`config.mk`:
```
export PLATFORM = sky130hd
export DESIGN_NAME = matrix_stream_loader
export DESIGN_NICKNAME = d
export VERILOG_FILES = /design/src/rtl/matrix_pkg.sv /design/src/rtl/matrix_index_counter.sv /design/src/rtl/matrix_stream_loader.sv
export SDC_FILE = /design/constraint.sdc
export NUM_CORES = 1
export LEC_CHECK = 0
export BUFFER_PORTS_ARGS = -buffer_cell sky130_fd_sc_hd__buf_2
export CAP_MARGIN = 20
export CORE_UTILIZATION = 35
export CTS_CLUSTER_DIAMETER = 50
export DETAILED_ROUTE_END_ITERATION = 12
export PLACE_DENSITY = 0.56
export SYNTH_ARGS = -nofsm -noshare
export SYNTH_HDL_FRONTEND = slang
export SYNTH_HIERARCHICAL = 1
export SYNTH_SLANG_ARGS = --single-unit
```
`constraint.sdc`:
```
create_clock -name clk -period 1.65 [get_ports clk]
set_input_delay 0.33 -clock clk [delete_from_list [all_inputs] [get_ports clk]]
set_output_delay 0.33 -clock clk [all_outputs]
set_load 0.02 [all_outputs]
```
`src/rtl/matrix_pkg.sv`:
```
// Shared types and defaults for the matrix operand datapath.
package matrix_pkg;

    localparam int DEF_MATRIX_SIZE = 3;
    localparam int DEF_WORD_LENGTH = 8;

    typedef enum logic [1:0] {
        LOAD_A = 2'd0,
        LOAD_B = 2'd1,
        HOLD   = 2'd2
    } state_t;

    // Index width for a counter over n positions; a 1x1 matrix still needs one bit.
    function automatic int idx_w(input int n);
        return (n > 1) ? $clog2(n) : 1;
    endfunction

endpackage

```
`src/rtl/matrix_index_counter.sv`:
```
// Row-major row/col walker over a MATRIX_SIZE x MATRIX_SIZE grid; last flags the final cell.
module matrix_index_counter
    import matrix_pkg::*;
#(
    parameter int MATRIX_SIZE = DEF_MATRIX_SIZE,
    localparam int IW = idx_w(MATRIX_SIZE)
) (
    input  logic          clk,
    input  logic          rst_n,
    input  logic          advance,
    input  logic          clear,
    output logic [IW-1:0] row,
    output logic [IW-1:0] col,
    output logic          last
);
    localparam logic [IW-1:0] MAXI = IW'(MATRIX_SIZE - 1);

    always_ff @(posedge clk or negedge rst_n) begin
        if (!rst_n) begin
            row <= '0;
            col <= '0;
        end else if (clear) begin
            row <= '0;
            col <= '0;
        end else if (advance) begin
            if (col == MAXI) begin
                col <= '0;
                row <= (row == MAXI) ? '0 : row + IW'(1);
            end else begin
                col <= col + IW'(1);
            end
        end
    end

    assign last = (row == MAXI) && (col == MAXI);
endmodule

```
`src/rtl/matrix_stream_loader.sv`:
```
// Loads two square operand matrices from an element stream and holds them until acknowledged.
module matrix_stream_loader
    import matrix_pkg::*;
#(
    parameter int MATRIX_SIZE = DEF_MATRIX_SIZE,
    parameter int WORD_LENGTH = DEF_WORD_LENGTH
) (
    input  logic                   clk,
    input  logic                   rst_n,
    input  logic [WORD_LENGTH-1:0] in_data,
    input  logic                   in_valid,
    output logic                   in_ready,
    input  logic                   flush,
    output logic [0:MATRIX_SIZE-1][0:MATRIX_SIZE-1][WORD_LENGTH-1:0] A,
    output logic [0:MATRIX_SIZE-1][0:MATRIX_SIZE-1][WORD_LENGTH-1:0] B,
    output logic                   mat_valid,
    input  logic                   mat_ack
);
    localparam int IW = idx_w(MATRIX_SIZE);

    state_t        state_q, state_d;
    logic [IW-1:0] row, col;
    logic          last, xfer, wr_en;

    assign xfer  = in_valid && in_ready;
    // Flush wins over a coincident transfer: the element is dropped.
    assign wr_en = xfer && !flush;

    matrix_index_counter #(.MATRIX_SIZE(MATRIX_SIZE)) u_idx (
        .clk     (clk),
        .rst_n   (rst_n),
        .advance (wr_en),
        .clear   (flush),
        .row     (row),
        .col     (col),
        .last    (last)
    );

    always_ff @(posedge clk or negedge rst_n) begin
        if (!rst_n) state_q <= LOAD_A;
        else        state_q <= state_d;
    end

    always_comb begin
        state_d = state_q;
        if (flush) begin
            state_d = LOAD_A;
        end else begin
            case (state_q)
                LOAD_A:  if (xfer && last) state_d = LOAD_B;
                LOAD_B:  if (xfer && last) state_d = HOLD;
                HOLD:    if (mat_ack)      state_d = LOAD_A;
                default:                   state_d = LOAD_A;
            endcase
        end
    end

    // Handshake outputs depend on state alone so in_ready never combinationally follows in_valid.
    always_comb begin
        in_ready  = (state_q != HOLD);
        mat_valid = (state_q == HOLD);
    end

    always_ff @(posedge clk or negedge rst_n) begin
        if (!rst_n) begin
            A <= '0;
            B <= '0;
        end else if (wr_en) begin
            if (state_q == LOAD_A)      A[row][col] <= in_data;
            else if (state_q == LOAD_B) B[row][col] <= in_data;
        end
    end
endmodule

```
== Word-level counts from Yosys, hierarchy flattened ==
Cells that the tools add are included.

* Bits in registers: 150
* Input bits: 13
* Output and inout port bits: 146
* Logic and storage cells: 70

* Add/subtract/negate cells: 2
* Order comparisons: 4
* Equal/unequal tests: 8
* Multiplexer cells: 18
* Bitwise operators: 3
* Reduce and logical (&&, ||, !) cells: 14

{| class="wikitable"
|+ Operators with widths
! operator !! count
|-
| bitwise mux 72 bit || 2
|-
| demux 24 bit (select 2 bit) || 1
|-
| two-way mux 24 bit || 1
|-
| two-way mux 2 bit || 11
|-
| demux 8 bit (select 2 bit) || 1
|-
| two-way mux 8 bit || 1
|-
| == test 2 bit, second input constant || 3
|-
| greater-or-equal comparator 3 bit, second input constant || 2
|-
| logical AND 1 bit || 6
|-
| less-than comparator 3 x 1 -> 1 bit, second input constant || 2
|-
| != test 3 bit, second input constant || 2
|-
| inverter 2 -> 3 bit || 2
|-
| one-hot mux 2 bit (3 select lines) || 1
|-
| AND reduction 3 bit || 2
|-
| adder 2 x 1 -> 2 bit, second input constant || 2
|-
| AND reduction 2 bit || 2
|-
| nonzero test 2 bit || 2
|-
| != test 3 x 2 -> 1 bit, second input constant || 1
|-
| == test 2 x 1 -> 1 bit, second input constant || 1
|-
| zero test 2 bit || 1
|-
| != test 2 bit, second input constant || 1
|-
| zero test 1 bit || 1
|-
| inverter 1 bit || 1
|}

== Longest topological paths before layout ==
* Depth in word-level cells: 8
* Gate-level depth with buffers: 5
* Mapped depth without buffers: 4

== Modules after synthesis ==
Netlist, hierarchy kept.

{| class="wikitable"
|+ Modules (own cells, without submodules)
! module !! times used !! cells each !! area an instance (um^2) !! sequential area each (um^2)
|-
| matrix_stream_loader || 1 || 338 || 5652.9 || 3653.5
|-
| matrix_index_counter || 1 || 18 || 214.0 || 100.1
|}

== Worst setup path before layout ==
OpenSTA, ideal clock, no wires.

* Path type: register to register
* From: register state_q[1]
* To: register u_idx.row[0]
* Library setup time: 0.125 ns
* Arrival: 1.660 ns
* Required time: 1.525 ns
* Slack: -0.136 ns
* Stages on the path, launching flop included: 6
* Buffers on the path: 1
* Period minus slack after synthesis: 1.786 ns
* Cell sequence: dfrtp_1 > buf_2 > nor2b_1 > nor3b_1 > and3b_2 > mux2_4

* Longest elaborated chain between the ends: 5

{| class="wikitable"
|+ RTL lines
! element !! line !! text
|-
| from (decl) || matrix_stream_loader.sv:21 || <nowiki>state_t state_q, state_d;</nowiki>
|-
| from (signal assigned) || matrix_stream_loader.sv:41 || <nowiki>else state_q <= state_d;</nowiki>
|-
| != test 2 bit || matrix_stream_loader.sv:60 || <nowiki>in_ready = (state_q != HOLD);</nowiki>
|-
| logical AND 1 bit || matrix_stream_loader.sv:25 || <nowiki>assign xfer = in_valid && in_ready;</nowiki>
|-
| logical AND 1 bit || matrix_stream_loader.sv:27 || <nowiki>assign wr_en = xfer && !flush;</nowiki>
|-
| named net wr_en || matrix_stream_loader.sv:23 || <nowiki>logic last, xfer, wr_en;</nowiki>
|-
| nonzero test 2 bit (no source line) || - ||
|-
| AND reduction 2 bit (no source line) || - ||
|-
| to (signal assigned) || matrix_index_counter.sv:28 || <nowiki>row <= (row == MAXI) ? '0 : row + IW'(1);</nowiki>
|-
| to (decl) || matrix_index_counter.sv:12 || <nowiki>output logic [IW-1:0] row,</nowiki>
|}

The timed path passes the listed nets, and every way through them passes these cells.
A chain may end at the register's enable or synchronous reset.

== Worst setup path after layout ==
* From: register u_idx.col[1]
* To: register A[20] in the netlist's numbering

* Longest elaborated chain between the ends: 8
* Elaborated cells on any way between the ends: 9
* Classes of those cells: order compare (2); mux (5); bitwise (1); reduce/logical (1)

{| class="wikitable"
|+ RTL lines
! element !! line !! text
|-
| from (decl) || matrix_index_counter.sv:13 || <nowiki>output logic [IW-1:0] col,</nowiki>
|-
| from (signal assigned) || matrix_index_counter.sv:30 || <nowiki>col <= col + IW'(1);</nowiki>
|-
| inverter 2 -> 3 bit (not written as such) * || matrix_stream_loader.sv:69 || <nowiki>if (state_q == LOAD_A) A[row][col] <= in_data;</nowiki>
|-
| greater-or-equal comparator 3 bit (not written as such) or less-than comparator 3 x 1 -> 1 bit (tied branches) || matrix_stream_loader.sv:69 ||
|-
| logical AND 1 bit (not written as such) || matrix_stream_loader.sv:69 ||
|-
| two-way mux 8 bit (not written as such) || matrix_stream_loader.sv:69 ||
|-
| demux 8 bit (select 2 bit) * || matrix_stream_loader.sv:69 ||
|-
| two-way mux 24 bit (not written as such) * || matrix_stream_loader.sv:69 ||
|-
| demux 24 bit (select 2 bit) * || matrix_stream_loader.sv:69 ||
|-
| bitwise mux 72 bit * || matrix_stream_loader.sv:69 ||
|-
| to (signal, indexed assignment) || matrix_stream_loader.sv:69 ||
|-
| to (decl) || matrix_stream_loader.sv:14 || <nowiki>output logic [0:MATRIX_SIZE-1][0:MATRIX_SIZE-1][WORD_LENGTH-1:0] A,</nowiki>
|}

Mark *: on every way between the ends. The rest lies on a longest branch, timed or not.

==> out/metrics.cfg <==
[die]
rows=46
io_pins=159
core_area_sq_mm=0.0161
die_area_sq_mm=0.0173
die_x_microns=131
die_y_microns=131
start_util_pct=36.4

[power]
swShare_pct=23.8
leakage_uw=0.00443
intPower_uw=6530
seqPwrFrac_pct=45.6
pwr-share-comb_pct=8.3
powerDensity_mw_per_mm2=1100
total_power_uw=8570
power_frac_clock_pct=46.1
vdd.ir_drop.worst_v=0.000691
power_switching_uw=2040

[worst_hold_path]
min_path_type=in -> reg
hp-start=mat_ack

[synthesis]
synth_top_cells_by_area=dfrtp_1 64%, mux2_2 25%, mux2_1 2.5%
async_flop_share_pct=100
ys.flop_type=dfrtp_1
synth_largest_area_cell=dfrtp_1
yosysSeqAreaShare_pct=64.0
synth.most_common_cell=dfrtp_1
syn-num-nets=369
ys_ff_latch=150
synth_top_area_share_pct=64.0
synth_common_cells=150 x dfrtp_1, 131 x mux2_2, 18 x nand2_2
syn_inst=356
synth_edf_count=0
syn_area_sq_mm=0.00587
synth_area_per_cell_sq_um=16.5
synth-warning-count=6
ys_types=26

[detailed_routing]
via_per_inst=4.77
num_vias=3696
wl_per_cell_microns=19.4
drtPass1Iterations=4
finalWirelength_microns=15100
antenna_left=0
drt_iter0_markers=104
drc=0

[critical_path]
timing.rr.start=u_idx/col[1]$_DFFE_PN0P_
endpoint_kind=register
worst-path-max-fanout=8
arrival_ps=1910
cp.required_ps=1950
worstSetupStartpoint=u_idx/col[1]$_DFFE_PN0P_
startpoint_type=register
path_class=reg -> reg

[clocking]
cts_buffers=17
root_buffer=clkbuf_16
htreeDepth=4
clk_latency_ps=420
numClockSinks=150
ctsLongestPathBuffers=2
cts_tree=built
cts.clk_slew.worst_paths_ps=60

[sta]
fmax_ghz=0.619
holdWs_ps=240
slew_violations=0
period_needed_ps=1620
tightest_slew_ps=485
final.setup.worst_slack_ps=34.5
hold_viol=0
skew_ps=9.38
relSlewSlack_pct=67.7
rsz0062_at_grt=yes
setup_viol=0
min_period_over_period_pct=97.9

[layout]
antenna_cells=0
final_layout_size_suffix_gt1_share_pct=68.5
area_delta_synth_final_pct=33.5
layout.nets=559

[global_routing]
grt_pass1_wl_microns=23600
grt_max_degree=54
antenna_found_initial=0
grt_pass1_vias=3931
track_usage_pct=18.4
globalRoute.totalOverflow=0

[flow_run]
maxCapViolations=0

[placement]
routabilityCongestion=0.728
dpl.hpwl_microns=10200
place_ws_ps=-138
port_buffers=158

[status]
status=completed

==> routing by layer <==
layer  GRT usage, %  share of wire, %  up-vias
li1               -                 -     1665
met1           23.7                44     1926
met2           30.0                50       92
met3           4.51               4.1       13
met4           6.27               1.3        0
met5              0                 0        -
==> per-stage QoR <==
stage,instance area (sq um),utilization (%),std cells,TNS (ps)
after floorplan,5870,-,356,0
after global placement,7050,43.8,736,-3730
after detailed placement,7050,43.8,736,-5530
after CTS,7750,48.1,773,-659
after global routing,7830,48.6,775,-142
final,7830,48.6,775,0
==> cells by family (layout without fill, tap and decap cells) <==
group                  Yosys count  after routing  share of synthesized area [%]
AO/OA/AOI/OAI                    3              3                          0.277
AND/OR/NAND/NOR                 43             43                           6.61
flip-flops                     150            150                           64.0
buffers and inverters           13            216                          0.917
multiplexers                   146            146                           28.1
XOR/XNOR                         1              1                          0.149
==> cell usage in the layout (no fill, tap or decap), types with 4 or more instances in the layout <==
master,count
dfrtp_2,6
nand2_2,7
mux2_2,131
clkinv_2,4
dfrtp_1,144
mux2_1,13
nand2_4,11
buf_4,18
buf_6,7
buf_2,155
clkbuf_16,17
nor4b_4,4
==> timing repair <==
action,4_1_cts,5_1_grt
hold buffers,1,0
pin swaps,0,7
setup buffers,4,3
gates resized for setup,13,19
endpoints found under the setup margin,88,125
hold endpoints to repair,38,0
gates cloned,0,0
==> power groups by stage <==
stage	Clock, uW	Sequential (uW)	Combinational (uW)
2_1_floorplan	0	4130	178
3_3_place_gp	0	3970	707
3_5_place_dp	0	3970	714
4_1_cts	4040	3900	721
5_1_grt	4200	3920	774
6_report	3950	3910	716
==> sequential cells by signal (all words and copies together) (netlist names) <==
register	count
u_idx/row	2
u_idx/col	2
B	72
A	72
state_q	2
==> layout make-up <==
| cell class | instances | area (sq um) |
|---|---|---|
| multi-input combinational | 193 | 2150 |
| timing repair buffer | 183 | 1040 |
| tap | 216 | 270 |
| sequential | 150 | 3760 |
| clock buffer | 20 | 457 |
| fill | 1490 | 8290 |
| clock inverter | 12 | 150 |
| inverter | 1 | 3.75 |
==> critical path: stages (launching register included) <==
cell	delay, ps
dfrtp_2	480
buf_4	170
nor4_4	270
buf_6	170
nand2_4	90
mux2_1	320
==> path summary, 6_finish.rpt <==
path / slack [ps] / end / depth (start not counted)
max: 30 / A[20]$_DFFE_PN0P_ / 5
min: 240 / state_q[1]$_DFFE_PN0P_ / 3
max reg2reg: 30 / A[20]$_DFFE_PN0P_ / 5
min reg2reg: 490 / B[67]$_DFFE_PN0P_ / 1
max in group asynchronous: 630 / A[65]$_DFFE_PN0P_ / 3
min in group asynchronous: 390 / B[6]$_DFFE_PN0P_ / 2
(Power assumes the default switching activity.)
